--- config.mk ---
export PLATFORM = sky130hd
export DESIGN_NAME = slow_clock_ctrl
export DESIGN_NICKNAME = d
export VERILOG_FILES = /design/src/rtl/slow_clock_pkg.sv /design/src/rtl/slow_clock_ctrl_div_counter.sv /design/src/rtl/slow_clock_ctrl.sv
export SDC_FILE = /design/constraint.sdc
export NUM_CORES = 1
export LEC_CHECK = 0
export CORE_MARGIN = 2
export CORE_UTILIZATION = 40
export DETAILED_ROUTE_END_ITERATION = 12
export GPL_TIMING_DRIVEN = 0
export HOLD_SLACK_MARGIN = 0.1
export PLACE_DENSITY_LB_ADDON = 0.12
export SETUP_SLACK_MARGIN = 0.05
export SLEW_MARGIN = 20
export SYNTH_ARGS = -nofsm -noshare
export SYNTH_HDL_FRONTEND = slang
export SYNTH_SLANG_ARGS = --single-unit
--- constraint.sdc ---
create_clock -name CLOCK -period 2.5 [get_ports CLOCK]
set_input_delay 0.5 -clock CLOCK [delete_from_list [all_inputs] [get_ports CLOCK]]
set_output_delay 0.5 -clock CLOCK [all_outputs]
set_load 0.02 [all_outputs]
--- src/rtl/slow_clock_pkg.sv ---
// Shared types and defaults for the slow clock prescaler controller.
package slow_clock_pkg;

    localparam int          WIDTH_DEF        = 24;
    localparam logic [23:0] DEFAULT_HALF_DEF = 24'd4_999_999;

    typedef enum logic [1:0] {
        IDLE = 2'd0,
        RUN  = 2'd1,
        PEND = 2'd2
    } state_t;

endpackage

--- src/rtl/slow_clock_ctrl_div_counter.sv ---
// Half-period counter: owns COUNT, the SLOW square wave and the TICK strobe.
module div_counter #(
    parameter int WIDTH = 24
) (
    input  logic             clk_i,
    input  logic             rst_i,
    input  logic             run_i,
    input  logic             clear_i,
    input  logic [WIDTH-1:0] half_i,
    output logic             boundary_o,
    output logic             slow_o,
    output logic             tick_o
);

    logic [WIDTH-1:0] count_q;
    logic             slow_q;
    logic             tick_q;

    // Boundary is the last cycle of the current half-period.
    assign boundary_o = (count_q == half_i);
    assign slow_o     = slow_q;
    assign tick_o     = tick_q;

    // Count up to half_i, then wrap to 0 while toggling SLOW and pulsing TICK.
    always_ff @(posedge clk_i) begin
        if (rst_i) begin
            count_q <= '0;
            slow_q  <= 1'b0;
            tick_q  <= 1'b0;
        end else if (clear_i) begin
            count_q <= '0;
            tick_q  <= 1'b0;
        end else if (run_i) begin
            if (boundary_o) begin
                count_q <= '0;
                slow_q  <= ~slow_q;
                tick_q  <= 1'b1;
            end else begin
                count_q <= count_q + 1'b1;
                tick_q  <= 1'b0;
            end
        end else begin
            tick_q <= 1'b0;
        end
    end

endmodule

--- src/rtl/slow_clock_ctrl.sv ---
// Run-time controller for the slow clock prescaler.
// Handshake: a divide value transfers on a rising CLOCK edge where
// DIV_VALID && DIV_READY; DIV_READY is combinational from state and RESET
// and drops while a value is pending for the next half-period boundary.
module slow_clock_ctrl
    import slow_clock_pkg::*;
#(
    parameter int               WIDTH        = WIDTH_DEF,
    parameter logic [WIDTH-1:0] DEFAULT_HALF = WIDTH'(DEFAULT_HALF_DEF)
) (
    input  logic             CLOCK,
    input  logic             RESET,
    input  logic             ENABLE,
    input  logic             DIV_VALID,
    input  logic [WIDTH-1:0] DIV_VALUE,
    output logic             DIV_READY,
    output logic             SLOW,
    output logic             TICK,
    output logic [WIDTH-1:0] ACTIVE_DIV,
    output state_t           state_dbg_o
);

    state_t           state_q;
    logic [WIDTH-1:0] active_q;
    logic [WIDTH-1:0] pend_q;
    logic             xfer;
    logic             run;
    logic             clear;
    logic             boundary;

    assign DIV_READY   = !RESET && (state_q != PEND);
    assign xfer        = DIV_VALID && DIV_READY;
    assign ACTIVE_DIV  = active_q;
    assign state_dbg_o = state_q;

    // The edge that leaves IDLE keeps COUNT at 0, so counting starts in RUN.
    assign run   = ENABLE && (state_q != IDLE);
    assign clear = !ENABLE && (state_q != IDLE);

    div_counter #(.WIDTH(WIDTH)) u_div_counter (
        .clk_i      (CLOCK),
        .rst_i      (RESET),
        .run_i      (run),
        .clear_i    (clear),
        .half_i     (active_q),
        .boundary_o (boundary),
        .slow_o     (SLOW),
        .tick_o     (TICK)
    );

    // FSM: new divide values only reach active_q on an idle cycle or a boundary.
    always_ff @(posedge CLOCK) begin
        if (RESET) begin
            state_q  <= IDLE;
            active_q <= DEFAULT_HALF;
            pend_q   <= '0;
        end else begin
            case (state_q)
                IDLE: begin
                    if (xfer)   active_q <= DIV_VALUE;
                    if (ENABLE) state_q  <= RUN;
                end
                RUN: begin
                    if (!ENABLE) begin
                        // Stopping: no half-period in progress, so load directly.
                        if (xfer) active_q <= DIV_VALUE;
                        state_q <= IDLE;
                    end else if (boundary) begin
                        if (xfer) active_q <= DIV_VALUE;
                    end else if (xfer) begin
                        pend_q  <= DIV_VALUE;
                        state_q <= PEND;
                    end
                end
                PEND: begin
                    if (!ENABLE || boundary) begin
                        active_q <= pend_q;
                        state_q  <= ENABLE ? RUN : IDLE;
                    end
                end
                default: state_q <= IDLE;
            endcase
        end
    end

endmodule

==> results.yml <==
power_and_ir_drop:
  clkPwrFrac: 0.348
  p_per_area_mw_per_mm2: 517
  p_leak_nw: 1.93
  swShare: 0.262
  total_power_w: 0.00246
  p_int_w: 0.00182
  power_switching_w: 0.000645
  combPwrFrac: 0.131
  ir_drop_mv: 0.244
  seqPwrFrac: 0.522
worst_setup_path:
  slowest_stage: "dfxtp_1"
  reg2reg_from: "u_div_counter.count_q[11]"
  crit_path_start_kind: "flip-flop"
  reg2regPathDepth: 7
  cp.depth: 7
  regToRegEndpoint: "ACTIVE_DIV[20]"
  regToRegSetupSlack_ns: 0.17
  crit_family: "simple AND/OR/NAND/NOR gates"
  endpoint: "ACTIVE_DIV[20]"
  required_ns: 2.73
  crit_path_max_incr_delay_ns: 0.46
  end_kind: "flip-flop"
  worstSetupPathType: "flip-flop to flip-flop"
  worstSetupStartpoint: "u_div_counter.count_q[11]"
  path_cells: "xor2_1 > nor4_2 > nand4_4 > o31a_1 > buf_6 > buf_12 > mux2_4"
  critPathBufInv: 2
  crit_arrival_ns: 2.56
  worstPathMaxFanout: 10
synth:
  synth_warnings: 0
  synth-edff-count: 0
  synth_seq_cells: 76
  dominantRegCellSynth: "dfxtp_1"
  synth_cell_types: 42
  ys_seq_area_frac: 0.399
  syn_inst: 404
  async_flop_share: 0
  syn_nets: 433
  synth.avg_cell_area_sq_um: 9.43
  syn_area_sq_mm: 0.00381
route:
  wirelength_mm: 9.66
  wl_per_cell_microns: 16.0
  drc: 0
  viasPerCell: 5.02
  drt-initial-drc-count: 128
  ant_nets: 0
  route.vias.total: 3040
  first_pass_iters: 4
finish:
  layout-drive-gt1-share: 0.155
  fin_nets: 501
  num-fill-cells: 865
  diodes: 0
  syn_to_final_growth_pct: 24.9
  final_cell_mix: "dfxtp_1 (76), clkdlybuf4s50_1 (54), xor2_1 (42)"
  fin_area_sq_mm: 0.00476
  final_common_cell: "dfxtp_1"
die:
  core_sq_mm: 0.00924
  die_w_microns: 102
  num_io_pins: 57
  initial_core_util: 0.412
  fp-row-count: 35
  dieArea_sq_mm: 0.0103
  die_y_microns: 102
global_route:
  grt_pass1_vias: 2925
  grt_max_degree: 20
  antenna_found_initial: 0
  grt_usage: 0.198
  grt_first_pass_wirelength_mm: 15.6
  overflow: 0
timing:
  hold_viol_final: 0
  min_period_ns: 2.33
  fin_worst_skew_ns: 0.00854
  finalWorstSetupSlack_ns: 0.169
  drv_slew: 0
  slew_headroom: 0.509
  fmax_mhz: 429
  rsz0062_at_grt: "false"
  finalSetupViolations: 0
  tightest_slew_ns: 0.730
  final.period_utilization: 0.932
placement:
  placed_cell_area_sq_mm: 0.00453
  port_buffers: 55
  place_congestion: 0.890
  post-place-ws_ns: -0.388
  dp.final_hpwl_mm: 7.11
worst_hold_path:
  hold_path.class: "flip-flop to flip-flop"
cts:
  clk_pin_slew_ns: 0.08
  hold_buffers: 0
  cts.sinks: 76
  cts_tree: "done"
  cts-buffers-inserted: 9
  insertion_delay_ns: 0.35
  clockBufferDepth: 2
  clockRootBuffer: "clkbuf_8"
  h-tree-depth: 3
flow_run:
  drv_cap: 0
outcome:
  status: "finished, final reports clean"
## worst min path at each step
stage,start,endpoint,cells after the start
6_report,pend_q[11],pend_q[11],2
5_1_grt,pend_q[2],pend_q[2],2
4_1_cts,pend_q[11],pend_q[11],2
3_5_place_dp,pend_q[11],pend_q[11],2
3_3_place_gp,pend_q[2],pend_q[2],2
2_1_floorplan,pend_q[7],pend_q[7],2
## tightest hold or removal path, stage by stage, from the launching register on
cell and delay [ns]:
dfxtp_1 0.32, nand2b_1 0.06, mux2i_1 0.06
## routing by layer
metal,part of all wire,up-vias,global-route usage,wire (microns)
li1,-,1533,-,-
met1,0.48,1444,0.272,4620
met2,0.48,57,0.310,4600
met3,0.036,6,0.0490,346
met4,0.0089,0,0.0520,86
met5,0,-,0,0
## final cells by class
type                            count  area, sq um  share of cell area
Multi-Input combinational cell    299         2170               0.457
Timing Repair Buffer               58          572               0.120
Buffer                             26          144              0.0302
Clock inverter                      4         25.0             0.00526
Inverter                            2         7.51             0.00158
Clock buffer                       11          151              0.0318
Tap cell                          129          161              0.0339
Sequential cell                    76         1520               0.320
## synth_stat cells, types with 2 or more instances
cell / n / share of area
xnor2_1: 6 / 0.014
a211oi_1: 13 / 0.026
a21oi_1: 38 / 0.050
mux2_4: 7 / 0.028
nand2b_1: 7 / 0.011
mux2i_1: 16 / 0.042
and4_1: 2 / 0.0046
nand2_1: 31 / 0.031
inv_1: 2 / 0.0020
nor3_1: 2 / 0.0026
o211ai_1: 2 / 0.0039
buf_4: 3 / 0.0059
nor4_1: 4 / 0.0066
and3_1: 2 / 0.0033
nor2b_1: 34 / 0.056
mux2_2: 25 / 0.074
nand4_1: 10 / 0.016
nor2_1: 18 / 0.018
clkbuf_1: 19 / 0.019
buf_2: 3 / 0.0039
xor2_1: 42 / 0.097
nor4_2: 5 / 0.016
nand3_1: 6 / 0.0079
and2_1: 14 / 0.023
dfxtp_1: 76 / 0.40
## timing repair
item,4_1_cts,5_1_grt
resized for setup,6,7
endpoints found under the setup margin,17,40
pin swaps,0,1
setup buffers,0,3
## sequential cells by signal, summed over array words and instances, names as in the netlist
| register | cells |
|---|---|
| ACTIVE_DIV | 24 |
| u_div_counter.slow_o | 1 |
| u_div_counter.count_q | 24 |
| pend_q | 24 |
| state_dbg_o | 2 |
| u_div_counter.tick_o | 1 |
## cells by family after synthesis
kind of cell             Yosys count  share of synthesized area
AND/OR/NAND/NOR                  139                      0.205
flip-flops                        76                      0.399
AO/OA/AOI/OAI                     63                     0.0995
XOR/XNOR                          48                      0.110
multiplexers                      48                      0.144
buffers and inverters             29                     0.0388
adder cells (fa/ha/maj)            1                    0.00328
## power groups by stage
stage | registers [W] | logic (W) | clock network (W)
CTS | 0.00128 | 0.000322 | 0.000873
finish | 0.00128 | 0.000321 | 0.000855
detailed placement | 0.00131 | 0.000321 | 0
global placement | 0.00131 | 0.000317 | 0
floorplan | 0.00133 | 0.000160 | 0
global route | 0.00129 | 0.000348 | 0.000935
## through the flow
step / utilization / hold slack [ns] / std cells / setup TNS [ns]
finish: 0.515 / 0.483 / 605 / 0
global route: 0.515 / 0.504 / 605 / 0
CTS: 0.510 / 0.481 / 602 / 0
detailed placement: 0.490 / 0.468 / 588 / -1.84
global placement: 0.489 / 0.463 / 588 / -4.44
floorplan: - / 0.452 / 404 / 0
No activity file was read; power rests on OpenSTA's default activity.
